`config.mk`:
```
export PLATFORM = sky130hd
export DESIGN_NAME = hilo_acc_unit
export DESIGN_NICKNAME = d
export VERILOG_FILES = /design/src/rtl/hilo_acc_pkg.sv /design/src/rtl/hilo_acc_unit_adder.sv /design/src/rtl/hilo_acc_unit.sv
export SDC_FILE = /design/constraint.sdc
export NUM_CORES = 1
export LEC_CHECK = 0
export BUFFER_PORTS_ARGS = -buffer_cell sky130_fd_sc_hd__buf_2
export CAP_MARGIN = 40
export CORE_ASPECT_RATIO = 2
export CORE_MARGIN = 8
export CORE_UTILIZATION = 25
export CTS_CLUSTER_SIZE = 10
export DETAILED_ROUTE_END_ITERATION = 12
export PLACE_DENSITY = 0.42
export SYNTH_ARGS = -nofsm -noshare
export SYNTH_HDL_FRONTEND = slang
export SYNTH_SLANG_ARGS = --single-unit
```
`constraint.sdc`:
```
create_clock -name clk -period 4.26 [get_ports clk]
set_clock_uncertainty 0.15 [all_clocks]
set_input_delay 0.213 -clock clk [delete_from_list [all_inputs] [get_ports clk]]
set_output_delay 0.213 -clock clk [all_outputs]
set_load 0.005 [all_outputs]
```
`src/rtl/hilo_acc_pkg.sv`:
```
// Shared constants for the HI/LO accumulate unit: operation encodings,
// enable/zero values and the register-bus width used as the default data width.
package hilo_acc_pkg;

    localparam int REG_BUS_W = 32;

    localparam logic HILO_ACC_ADD = 1'b0;
    localparam logic HILO_ACC_SUB = 1'b1;

    localparam logic RST_ENABLE   = 1'b1;
    localparam logic WRITE_ENABLE = 1'b1;
    localparam logic [REG_BUS_W-1:0] ZERO_WORD = '0;

    typedef enum logic {
        ST_IDLE = 1'b0,
        ST_ACC  = 1'b1
    } hilo_state_e;

endpackage

```
`src/rtl/hilo_acc_unit_adder.sv`:
```
// Combinational wide add/subtract for the HI:LO accumulate path.
// Subtraction is done as a + ~b + 1 so one adder serves both operations.
// Isolated so a pipelined adder can replace it for wide data paths.
module hilo_acc_unit_adder
    import hilo_acc_pkg::*;
#(
    parameter int WIDTH = 2 * REG_BUS_W
) (
    input  logic [WIDTH-1:0] a_i,
    input  logic [WIDTH-1:0] b_i,
    input  logic             sub_i,
    output logic [WIDTH-1:0] sum_o
);

    logic [WIDTH-1:0] b_eff;
    logic [WIDTH-1:0] cin_ext;

    // Invert the second operand and inject the carry-in for subtraction.
    always_comb begin
        b_eff   = (sub_i == HILO_ACC_SUB) ? ~b_i : b_i;
        cin_ext = {{(WIDTH-1){1'b0}}, (sub_i == HILO_ACC_SUB)};
        sum_o   = a_i + b_eff + cin_ext;
    end

endmodule

```
`src/rtl/hilo_acc_unit.sv`:
```
// HI/LO register pair with independent MTHI/MTLO writes, a two-cycle
// multiply-accumulate path (MADD/MSUB) with busy handshake and flush,
// and write-through forwarding of direct writes to MFHI/MFLO.
module hilo_acc_unit
    import hilo_acc_pkg::*;
#(
    parameter int DATA_W = REG_BUS_W
) (
    input  logic                  clk,
    input  logic                  rst,
    input  logic                  wr_hi,
    input  logic                  wr_lo,
    input  logic [DATA_W-1:0]     hi_i,
    input  logic [DATA_W-1:0]     lo_i,
    input  logic                  acc_valid,
    input  logic                  acc_sub,
    input  logic [2*DATA_W-1:0]   prod_i,
    input  logic                  flush,
    output logic [DATA_W-1:0]     hi_o,
    output logic [DATA_W-1:0]     lo_o,
    output logic [DATA_W-1:0]     hi_fwd,
    output logic [DATA_W-1:0]     lo_fwd,
    output logic                  busy
);

    hilo_state_e           state_q, state_d;
    logic                  busy_q, busy_d;
    logic [DATA_W-1:0]     hi_q, hi_d;
    logic [DATA_W-1:0]     lo_q, lo_d;
    logic [2*DATA_W-1:0]   prod_q, prod_d;
    logic                  sub_q, sub_d;
    logic [2*DATA_W-1:0]   acc_sum;
    logic                  direct_ok;

    hilo_acc_unit_adder #(
        .WIDTH (2 * DATA_W)
    ) u_adder (
        .a_i   ({hi_q, lo_q}),
        .b_i   (prod_q),
        .sub_i (sub_q),
        .sum_o (acc_sum)
    );

    // A direct write takes effect only when nothing of higher priority claims the cycle.
    assign direct_ok = ~busy_q & ~acc_valid & ~flush;

    // Next-state: flush beats the ACC commit, which beats a new request, which beats writes.
    always_comb begin
        state_d = state_q;
        hi_d    = hi_q;
        lo_d    = lo_q;
        prod_d  = prod_q;
        sub_d   = sub_q;
        if (state_q == ST_ACC) begin
            state_d = ST_IDLE;
            if (!flush) begin
                {hi_d, lo_d} = acc_sum;
            end
        end else if (!flush) begin
            if (acc_valid) begin
                state_d = ST_ACC;
                prod_d  = prod_i;
                sub_d   = acc_sub;
            end else begin
                if (wr_hi == WRITE_ENABLE) hi_d = hi_i;
                if (wr_lo == WRITE_ENABLE) lo_d = lo_i;
            end
        end
        busy_d = (state_d == ST_ACC);
    end

    // State and datapath registers; reset overrides everything, including an in-flight accumulate.
    always_ff @(posedge clk) begin
        if (rst == RST_ENABLE) begin
            state_q <= ST_IDLE;
            busy_q  <= 1'b0;
            hi_q    <= '0;
            lo_q    <= '0;
            prod_q  <= '0;
            sub_q   <= HILO_ACC_ADD;
        end else begin
            state_q <= state_d;
            busy_q  <= busy_d;
            hi_q    <= hi_d;
            lo_q    <= lo_d;
            prod_q  <= prod_d;
            sub_q   <= sub_d;
        end
    end

    // Forward same-cycle direct writes; accumulate results are never forwarded.
    always_comb begin
        hi_fwd = (wr_hi && direct_ok) ? hi_i : hi_q;
        lo_fwd = (wr_lo && direct_ok) ? lo_i : lo_q;
    end

    assign hi_o = hi_q;
    assign lo_o = lo_q;
    assign busy = busy_q;

endmodule

```
==> flow_summary_export.csv <==
group,metric,value,unit
worst_setup_path,cp_top_family,"compound AO/OA/AOI/OAI gates",
yosys,postSynthRegisterBits,130,
clock_network,cts-htree-levels,4,
clock_network,numCtsBuffers,17,
drt,totalWireLength,45200,um
floorplan,die_w,159,um
clock_network,clock_latency,450,ps
final_layout,layout.cells.non_filler,2210,
sta,maxSlewViolCount,0,
drt,drt_wl_cell,20.4,um
placed_design,gp_routability_congestion,0.872,
worst_setup_path,timing.critical_path.fanout_max,12,
clock_network,postCtsSetupBuffers,0,
floorplan,die-area,48300,um^2
power_and_ir_drop,vdd.ir_drop.worst,255,uV
sta,finalCriticalPeriod,4000,ps
clock_network,tritoncts,"done",
final_layout,nNetsFinal,1866,
worst_setup_path,crit_path_max_incr_delay,500,ps
clock_network,tritoncts_num_sinks,130,
grt,grt_usage,18.4,%
grt,grt_pass1_vias,11512,
final_layout,register_area,2610,um^2
worst_setup_path,worstPathCellList,"xor2_1 -> ha_1 -> nand4_1 -> o221ai_4 -> o22ai_4 -> o221ai_4 -> a211oi_2 -> o41a_1 -> o211a_1 -> o21ai_1 -> mux2i_1 -> a311oi_1",
flow_run,maxCapViolCount,0,
floorplan,initial_core_util,25.2,%
sta,max_clock_freq,250,MHz
grt,grt_pass1_wl,68200,um
yosys,synth-edff-count,0,
worst_setup_path,worst_path_most_repeated_cell,"o221ai_4",
worst_setup_path,worst_setup_path_start_kind,"register",
yosys,ys.warnings.count,0,
clock_network,root_buffer,"clkbuf_16",
final_layout,diodes,0,
power_and_ir_drop,power-per-cell-area,297,nW/um^2
yosys,synth_largest_area_cell,"dfxtp_1",
worst_setup_path,total_buffers_and_inverters_traversed_by_the_critical_path,0,
yosys,post-synth-top-count-cell,"nand2_1",
yosys,syn-mean-instance-area,7.66,um^2
final_layout,nFillCells,4366,
placed_design,buffer_ports.inserted,263,
grt,grt_antenna_before_repair,1,
grt,grt_start_max_net_pins,64,
yosys,yosys.cell_types.count,63,
final_layout,area_growth_syn_to_layout,35.5,%
worst_hold_path,min-delay-path-class,"input port to register",
sta,maxSlewHeadroom,47.4,%
floorplan,design.portCount,264,
yosys,post_synth_inst_count,1342,
final_layout,multi_input_area,7250,um^2
power_and_ir_drop,cellLeakagePower,6.41,nW
grt,grt_overflow_total,0,
drt,via_per_inst,4.93,
worst_setup_path,setup.worst_path.class,"register to register",
placed_design,dpl.hpwl,35700,um
sta,min_period_over_period,93.9,%
power_and_ir_drop,overall_power_consumption,4.13,mW
yosys,yosysTopAreaCellShare,25.3,%
yosys,synth_fp_nets,1546,
drt,antenna_left,0,
worst_setup_path,cp-end-kind,"register",
placed_design,place_area,12200,um^2
drt,routed-via-count,10891,
yosys,synthArstFlopShare,0,%
sta,finalSetupViolCount,0,
yosys,synthesis.area,10300,um^2
placed_design,placed_cells,2074,
sta,setup_tns,0,ps
clock_network,cts_buffer_depth,2,
final_layout,drive_above_1_share,24.7,%
yosys,synth_seq_area_share,25.3,%
yosys,synth_common_cells,"218 x nand2_1, 167 x a21oi_1, 130 x dfxtp_1",
sta,tightestPinTransition,786,ps
yosys,synth_area_leaders,"dfxtp_1 25%, ha_1 8.3%, a21oi_1 8.1%, nand2_1 8.0%, xor2_1 7.4%",
drt,initialDrtViolationCount,421,
drt,firstDrtPassIters,5,
clock_network,clock_transition_at_the_registers_of_the_reported_paths,60,ps
worst_setup_path,critical-path-slowest-cell,"o21ai_1",
sta,final_hold_viol_count,0,
worst_setup_path,cp.required,4470,ps
yosys,ys.flop_type,"dfxtp_1",
floorplan,core_area,40900,um^2
floorplan,floorplan.rows,105,
final_layout,fin_area,13900,um^2
floorplan,die_ht,303,um
final_layout,post-route-util,34.1,%
status,status,"finished, final reports clean",
worst_setup_path,critPathArrivalTime,4210,ps
sta,rsz0062_at_grt,"no",
drt,remaining_drc_errors,0,
-- final cells by class --
cell class	count	area share, %
flip-flops and latches	130	18.7
well taps	535	4.81
inverters	25	0.674
clock inverters	10	1.20
multi-input cells	1090	52.0
clock buffers	22	3.64
repair buffers	398	18.9
-- sequential cells by signal, indices dropped and copies added, names as in the netlist --
signal  count
sub_q       1
busy        1
lo_o       32
hi_o       32
prod_q     64
-- what timing repair did --
action                                 4_1_cts  5_1_grt
hold buffers                               104        0
resized for setup                            0        2
endpoints found under the hold margin      104        0
setup endpoints to repair                    0        4
-- report_power, final --
| part | total, mW | switching [mW] | internal [mW] |
|---|---|---|---|
| clock network | 1.72 | 0.633 | 1.09 |
| logic | 1.05 | 0.585 | 0.463 |
| registers | 1.36 | 0.0825 | 1.28 |
-- per-stage QoR --
step | hold slack (ps) | setup slack (ps)
final | 23.3 | 259
after global routing | 21.0 | 56.5
after CTS | 2.10 | 69.4
after detailed placement | 309 | 93.8
after global placement | 308 | 196
after floorplan | 199 | 141
-- metal layers --
metal,routed length [um],track usage [%]
met1,16900,18.3
met2,25500,37.4
met3,1730,3.16
met4,1080,6.14
met5,0,0
-- worst min-delay path, cell delays in order --
cell and delay [ps]:
buf_2 110, o21ai_0 150, a221oi_1 80
-- final timing paths --
kind | startpoint | endpoint | slack (ps) | depth (start not counted)
max | sub_q$_SDFFE_PP0P_ | hi_o[21]$_SDFFE_PP0P_ | 260 | 12
min | lo_i[26] | lo_o[26]$_SDFFE_PP0P_ | 20 | 3
max reg2reg | sub_q$_SDFFE_PP0P_ | hi_o[21]$_SDFFE_PP0P_ | 260 | 12
min reg2reg | prod_q[42]$_SDFFE_PP0P_ | prod_q[42]$_SDFFE_PP0P_ | 320 | 2
-- cell usage in the layout (no fill, tap or decap), types with 19 or more instances in the layout --
| cell type | Yosys | layout |
|---|---|---|
| xor2_1 | 87 | 87 |
| xnor2_1 | 33 | 33 |
| mux2_2 | 64 | 64 |
| a211oi_1 | 42 | 41 |
| nand2_1 | 218 | 217 |
| dlygate4sd3_1 | 0 | 104 |
| nor2_1 | 101 | 99 |
| inv_1 | 25 | 25 |
| ha_1 | 68 | 68 |
| buf_2 | 0 | 262 |
| clkbuf_16 | 0 | 19 |
| dfxtp_1 | 130 | 128 |
| buf_4 | 0 | 29 |
| mux2i_1 | 22 | 22 |
| o21bai_1 | 20 | 20 |
| o21ai_0 | 60 | 60 |
| nand4_1 | 28 | 28 |
| a21o_1 | 33 | 33 |
| a21oi_1 | 167 | 166 |
-- kinds of logic (layout without fill, tap and decap cells) --
kind of cell / Yosys count / after routing / share of synthesized area (%)
XOR/XNOR: 120 / 120 / 10.2
multiplexers: 86 / 86 / 9.15
buffers and inverters: 122 / 455 / 4.45
AND/OR/NAND/NOR: 406 / 406 / 16.8
AO/OA/AOI/OAI: 409 / 409 / 25.6
flip-flops: 130 / 130 / 25.3
adder cells (fa/ha/maj): 69 / 69 / 8.47
Power figures use the tool's default switching activity.
